--- config.mk ---
export PLATFORM = sky130hd
export DESIGN_NAME = i2s_decoder_flat
export DESIGN_NICKNAME = d
export VERILOG_FILES = /design/src/rtl/i2s_decoder_if.sv /design/src/rtl/i2s_decoder.sv /design/src/flat_wrapper.sv
export SDC_FILE = /design/constraint.sdc
export NUM_CORES = 1
export LEC_CHECK = 0
export CORE_MARGIN = 2
export CORE_UTILIZATION = 63
export CTS_BUF_LIST = sky130_fd_sc_hd__clkbuf_8
export DETAILED_ROUTE_END_ITERATION = 10
export PLACE_DENSITY = 0.95
export SYNTH_ARGS = -nofsm -noshare
export SYNTH_HDL_FRONTEND = slang
export SYNTH_SLANG_ARGS = --single-unit
--- constraint.sdc ---
create_clock -name i_mclk -period 3.3 [get_ports i_mclk]
set_input_delay 0.33 -clock i_mclk [delete_from_list [all_inputs] [get_ports i_mclk]]
set_output_delay 0.33 -clock i_mclk [all_outputs]
set_load 0.05 [all_outputs]
--- src/rtl/i2s_decoder_if.sv ---
// i2s_decoder_if: I2S pin bundle plus the recovered stereo sample outputs.
interface i2s_decoder_if #(
    parameter int DATA_W = 16
);
    logic              bclk;
    logic              lrclk;
    logic              sdata;
    logic [DATA_W-1:0] data_l;
    logic [DATA_W-1:0] data_r;
    logic              valid;
    logic              locked;
    logic              short_slot;

    modport master (
        output bclk, lrclk, sdata,
        input  data_l, data_r, valid, locked, short_slot
    );

    modport slave (
        input  bclk, lrclk, sdata,
        output data_l, data_r, valid, locked, short_slot
    );
endinterface

--- src/rtl/i2s_decoder.sv ---
// i2s_decoder: oversamples an async I2S stream in the mclk domain and emits one
// left-justified stereo pair per frame with a valid strobe and a short-slot flag.
module i2s_decoder #(
    parameter int DATA_W = 16,
    parameter int CNT_W  = 6
) (
    input  logic          i_mclk,
    input  logic          i_rst_x,
    i2s_decoder_if.slave  bus
);
    typedef enum logic [1:0] {HUNT, LEFT, RIGHT} state_t;

    localparam logic [CNT_W:0] DW = (CNT_W+1)'(DATA_W);

    state_t            state;
    logic              bclk_s1, bclk_s2, lr_s1, lr_s2, sd_s1, sd_s2;
    logic              b_prev, lr_prev, short_flag;
    logic [CNT_W-1:0]  cnt, cnt_inc;
    logic [DATA_W-1:0] shift, shift_app, hold_l;
    logic              bit_tick, lr_change, slot_short;

    // shift_app is the slot register with the current bit placed MSB-first
    always_comb begin
        bit_tick   = bclk_s2 & ~b_prev;
        lr_change  = lr_s2 != lr_prev;
        cnt_inc    = &cnt ? cnt : cnt + CNT_W'(1);
        slot_short = {1'b0, cnt_inc} < DW;
        shift_app  = shift;
        for (int i = 0; i < DATA_W; i++)
            if ({1'b0, cnt} == (CNT_W+1)'(DATA_W-1-i)) shift_app[i] = sd_s2;
    end

    always_ff @(posedge i_mclk or negedge i_rst_x) begin
        if (!i_rst_x) begin
            {bclk_s1, bclk_s2, lr_s1, lr_s2, sd_s1, sd_s2} <= '0;
            b_prev         <= 1'b0;
            lr_prev        <= 1'b0;
            state          <= HUNT;
            cnt            <= '0;
            shift          <= '0;
            hold_l         <= '0;
            short_flag     <= 1'b0;
            bus.data_l     <= '0;
            bus.data_r     <= '0;
            bus.valid      <= 1'b0;
            bus.locked     <= 1'b0;
            bus.short_slot <= 1'b0;
        end else begin
            bclk_s1        <= bus.bclk;
            bclk_s2        <= bclk_s1;
            lr_s1          <= bus.lrclk;
            lr_s2          <= lr_s1;
            sd_s1          <= bus.sdata;
            sd_s2          <= sd_s1;
            b_prev         <= bclk_s2;
            bus.valid      <= 1'b0;
            bus.short_slot <= 1'b0;
            if (bit_tick) begin
                lr_prev <= lr_s2;
                if (state != HUNT) begin
                    cnt   <= lr_change ? '0 : cnt_inc;
                    shift <= lr_change ? '0 : shift_app;
                end
                // the tick that sees a word-select change still carries the old channel's LSB
                if (lr_change) begin
                    case (state)
                        HUNT: if (!lr_s2) begin
                            state      <= LEFT;
                            cnt        <= '0;
                            shift      <= '0;
                            short_flag <= 1'b0;
                        end
                        LEFT: if (lr_s2) begin
                            hold_l     <= shift_app;
                            short_flag <= short_flag | slot_short;
                            state      <= RIGHT;
                        end
                        RIGHT: if (!lr_s2) begin
                            bus.data_l     <= hold_l;
                            bus.data_r     <= shift_app;
                            bus.valid      <= 1'b1;
                            bus.short_slot <= short_flag | slot_short;
                            short_flag     <= 1'b0;
                            bus.locked     <= 1'b1;
                            state          <= LEFT;
                        end
                        default: state <= HUNT;
                    endcase
                end
            end
        end
    end
endmodule
--- src/flat_wrapper.sv ---
// flat-port wrapper written by rule: the top's interface ports become plain ports
module i2s_decoder_flat 
#(
    parameter int DATA_W = 16,
    parameter int CNT_W  = 6
)
  (i_mclk, i_rst_x, bus_bclk, bus_lrclk, bus_sdata, bus_data_l, bus_data_r, bus_valid, bus_locked, bus_short_slot);
  i2s_decoder_if #(.DATA_W(DATA_W)) bus_i ();
  input  logic i_mclk;
  input  logic i_rst_x;
  input wire logic [$bits(bus_i.bclk)-1:0] bus_bclk;
  input wire logic [$bits(bus_i.lrclk)-1:0] bus_lrclk;
  input wire logic [$bits(bus_i.sdata)-1:0] bus_sdata;
  output wire logic [$bits(bus_i.data_l)-1:0] bus_data_l;
  output wire logic [$bits(bus_i.data_r)-1:0] bus_data_r;
  output wire logic [$bits(bus_i.valid)-1:0] bus_valid;
  output wire logic [$bits(bus_i.locked)-1:0] bus_locked;
  output wire logic [$bits(bus_i.short_slot)-1:0] bus_short_slot;
  assign bus_i.bclk = bus_bclk;
  assign bus_i.lrclk = bus_lrclk;
  assign bus_i.sdata = bus_sdata;
  assign bus_data_l = bus_i.data_l;
  assign bus_data_r = bus_i.data_r;
  assign bus_valid = bus_i.valid;
  assign bus_locked = bus_i.locked;
  assign bus_short_slot = bus_i.short_slot;
  i2s_decoder #(.DATA_W(DATA_W), .CNT_W(CNT_W)) u_core (.i_mclk(i_mclk), .i_rst_x(i_rst_x), .bus(bus_i));
endmodule
==> impl_metrics.ini <==
[pwr]
ir_drop_mv = 0.577
p_comb_frac = 0.399
pwr-share-clk = 0.204
power_leakage_uw = 0.00189
p_int_uw = 2150
power_switching_share = 0.420
seq_power_share = 0.397
powerDensity_nw_per_um2 = 849
p_sw_uw = 1560

[synthesis]
ys_ff_latch = 84
synth_area_per_cell_um2 = 10.8
syn-instance-count = 351
ys.warnings.count = 0
synthDistinctLibCells = 43
syn_area_um2 = 3770
yosysSeqAreaShare = 0.557
syn-num-nets = 360

[placement]
gp_congestion = 0.803
dp_slack_ps = 1040
hpwlAfterDp_um = 5290
io_buffer_count = 39

[floorplan]
die-area_um2 = 6630
die_width_um = 81.4
std_cell_rows = 28
initial_core_util = 0.645
chipHeight_um = 81.4
core-area_um2 = 5850
io_pins = 40

[cts]
clock-root-buffer = clkbuf_8
cts_setup_buffers = 0
ctsHtreeMaxLevel = 3
postCtsHoldBufs = 0
clkSlewWorstSetupHoldPaths_ps = 80
cts_sinks = 84
cts_buffers = 9
cts_tree = yes
clock_latency_ps = 360
clockBufferDepth = 2
postCtsResizedCells = 0

[status]
status = finished, final reports clean

[route]
first_iter_violations = 327
drtAntennaViolNets = 0
drc = 0
drt_wl_total_um = 8630
vias = 2928
wl_per_cell_um = 18.8
first_pass_iters = 5
vias_per_cell = 6.38

[cells_and_area]
post-route-util = 0.745
final_nets = 388
num_antenna_cells = 0
drive_above_1_share = 0.122
layout_common_cells = dfrtp_1 (84), nor2_1 (72), a21oi_1 (45)
final_common_cell = dfrtp_1
area_growth_syn_to_layout_pct = 15.4

[global_routing]
antenna_found_initial = 0
grt_use_total = 0.283
grt_pass1_vias = 2795
grt_overflow = 0
grt_max_degree = 85
grt_pass1_wl_um = 13900

[sta]
worstMarginPinSlew_ps = 1140
drv_slew = 0
hold_viol = 0
setup_viol = 0
fin_crit_ps = 2320
fmax_mhz = 430
layout_setup_ws_ps = 977
rsz0062_at_grt = false
fin_skew_ps = 11.4
period_share = 0.704
finalSetupTns_ps = 0
slew_headroom = 0.241

[worst_setup_path]
required_ps = 3520
critPathMaxFanout = 16
cp-end-kind = register
critPathArrivalTime_ps = 2540
start_kind = register
worstSetupPathType = reg -> reg

[worst_hold_path]
min_path_type = in -> async

[run]
drv_cap = 0
[routing by layer]
metal / global-route usage / wire length [um] / share of wire
met1: 0.335 / 3320 / 0.38
met2: 0.467 / 4310 / 0.50
met3: 0.0611 / 586 / 0.068
met4: 0.181 / 410 / 0.048
met5: 0 / 0 / 0
[cell usage after synthesis (all sizes together)]
master | n | area, um2
a31oi | 3 | 18.8
nor3b | 1 | 7.51
ha | 4 | 50.1
and2 | 2 | 12.5
nand2b | 1 | 6.26
nor2 | 75 | 294
mux2i | 17 | 170
mux2 | 16 | 180
dfrtp | 84 | 2100
o31a | 1 | 8.76
xnor2 | 2 | 17.5
inv | 5 | 18.8
nand2 | 18 | 67.6
clkbuf | 12 | 46.3
a211oi | 4 | 30.0
o2bb2ai | 1 | 8.76
or3 | 2 | 17.5
nand3b | 1 | 7.51
buf | 12 | 75.1
nand3 | 2 | 10.0
a2111oi | 15 | 178
nor4b | 2 | 32.5
nor2b | 10 | 62.6
or3b | 1 | 11.3
o21ai | 2 | 10.0
nor3 | 5 | 47.5
and4 | 2 | 17.5
a21boi | 1 | 7.51
and3 | 3 | 18.8
a21oi | 45 | 225
a311oi | 1 | 8.76
or2 | 1 | 6.26
[kinds of logic (layout without fill, tap and decap cells)]
logic type | Yosys count | after routing | synth area share
adder cells (fa/ha/maj) | 4 | 4 | 0.0133
multiplexers | 33 | 33 | 0.0928
XOR/XNOR | 2 | 2 | 0.00464
buffers and inverters | 29 | 62 | 0.0371
AND/OR/NAND/NOR | 126 | 126 | 0.164
flip-flops | 84 | 84 | 0.557
AO/OA/AOI/OAI | 73 | 73 | 0.131
[flip-flops by register name, indices dropped and copies added (netlist names)]
signal	cells
u_core.b_prev	1
u_core.bclk_s1	1
u_core.bclk_s2	1
u_core.bus.data_l	16
u_core.bus.data_r	16
u_core.bus.locked	1
u_core.bus.short_slot	1
u_core.bus.valid	1
u_core.cnt	6
u_core.hold_l	16
u_core.lr_prev	1
u_core.lr_s1	1
u_core.lr_s2	1
u_core.sd_s1	1
u_core.sd_s2	1
u_core.shift	16
u_core.short_flag	1
u_core.state	2
[per-stage QoR]
| step | std cells | total power, uW | hold WS [ps] | area [um2] |
|---|---|---|---|---|
| after floorplan | 351 | 2430 | 34.4 | 3770 |
| after global placement | 443 | 2830 | 334 | 4150 |
| after detailed placement | 443 | 2910 | 336 | 4150 |
| after CTS | 459 | 3690 | 181 | 4360 |
| after global routing | 459 | 3860 | 231 | 4360 |
| final | 459 | 3700 | 107 | 4360 |
[layout make-up]
cell class | instances | area, um2
Sequential cell | 84 | 2100
Multi-Input combinational cell | 238 | 1530
Fill cell | 335 | 1490
Timing Repair Buffer | 41 | 403
Clock buffer | 10 | 138
Tap cell | 75 | 93.8
Clock inverter | 6 | 70.1
Inverter | 5 | 18.8
[power by group through the flow]
| stage | clock, uW | combinational (uW) | sequential [uW] |
|---|---|---|---|
| 2_1_floorplan | 0 | 509 | 1920 |
| 3_3_place_gp | 0 | 1380 | 1450 |
| 3_5_place_dp | 0 | 1440 | 1470 |
| 4_1_cts | 759 | 1470 | 1460 |
| 5_1_grt | 804 | 1570 | 1490 |
| 6_report | 757 | 1480 | 1470 |
[worst max-delay path, cell delays in order (launching register included)]
cell	delay, ps
dfrtp_1	490
or3b_4	490
nor3_4	640
nor2_1	100
a2111oi_0	460
[worst paths after layout]
path | from | endpoint | slack [ps] | depth (start not counted)
hold reg to reg | u_core.lr_s1 | u_core.lr_s2 | 350 | 0
max in group asynchronous | i_rst_x | u_core.shift[4] | 2510 | 1
setup / recovery | u_core.cnt[4] | u_core.shift[11] | 980 | 4
min in group i_mclk | u_core.lr_s1 | u_core.lr_s2 | 350 | 0
setup reg to reg | u_core.cnt[4] | u_core.shift[11] | 980 | 4
hold / removal | i_rst_x | u_core.bclk_s1 | 110 | 1
Power figures use the tool's default switching activity.
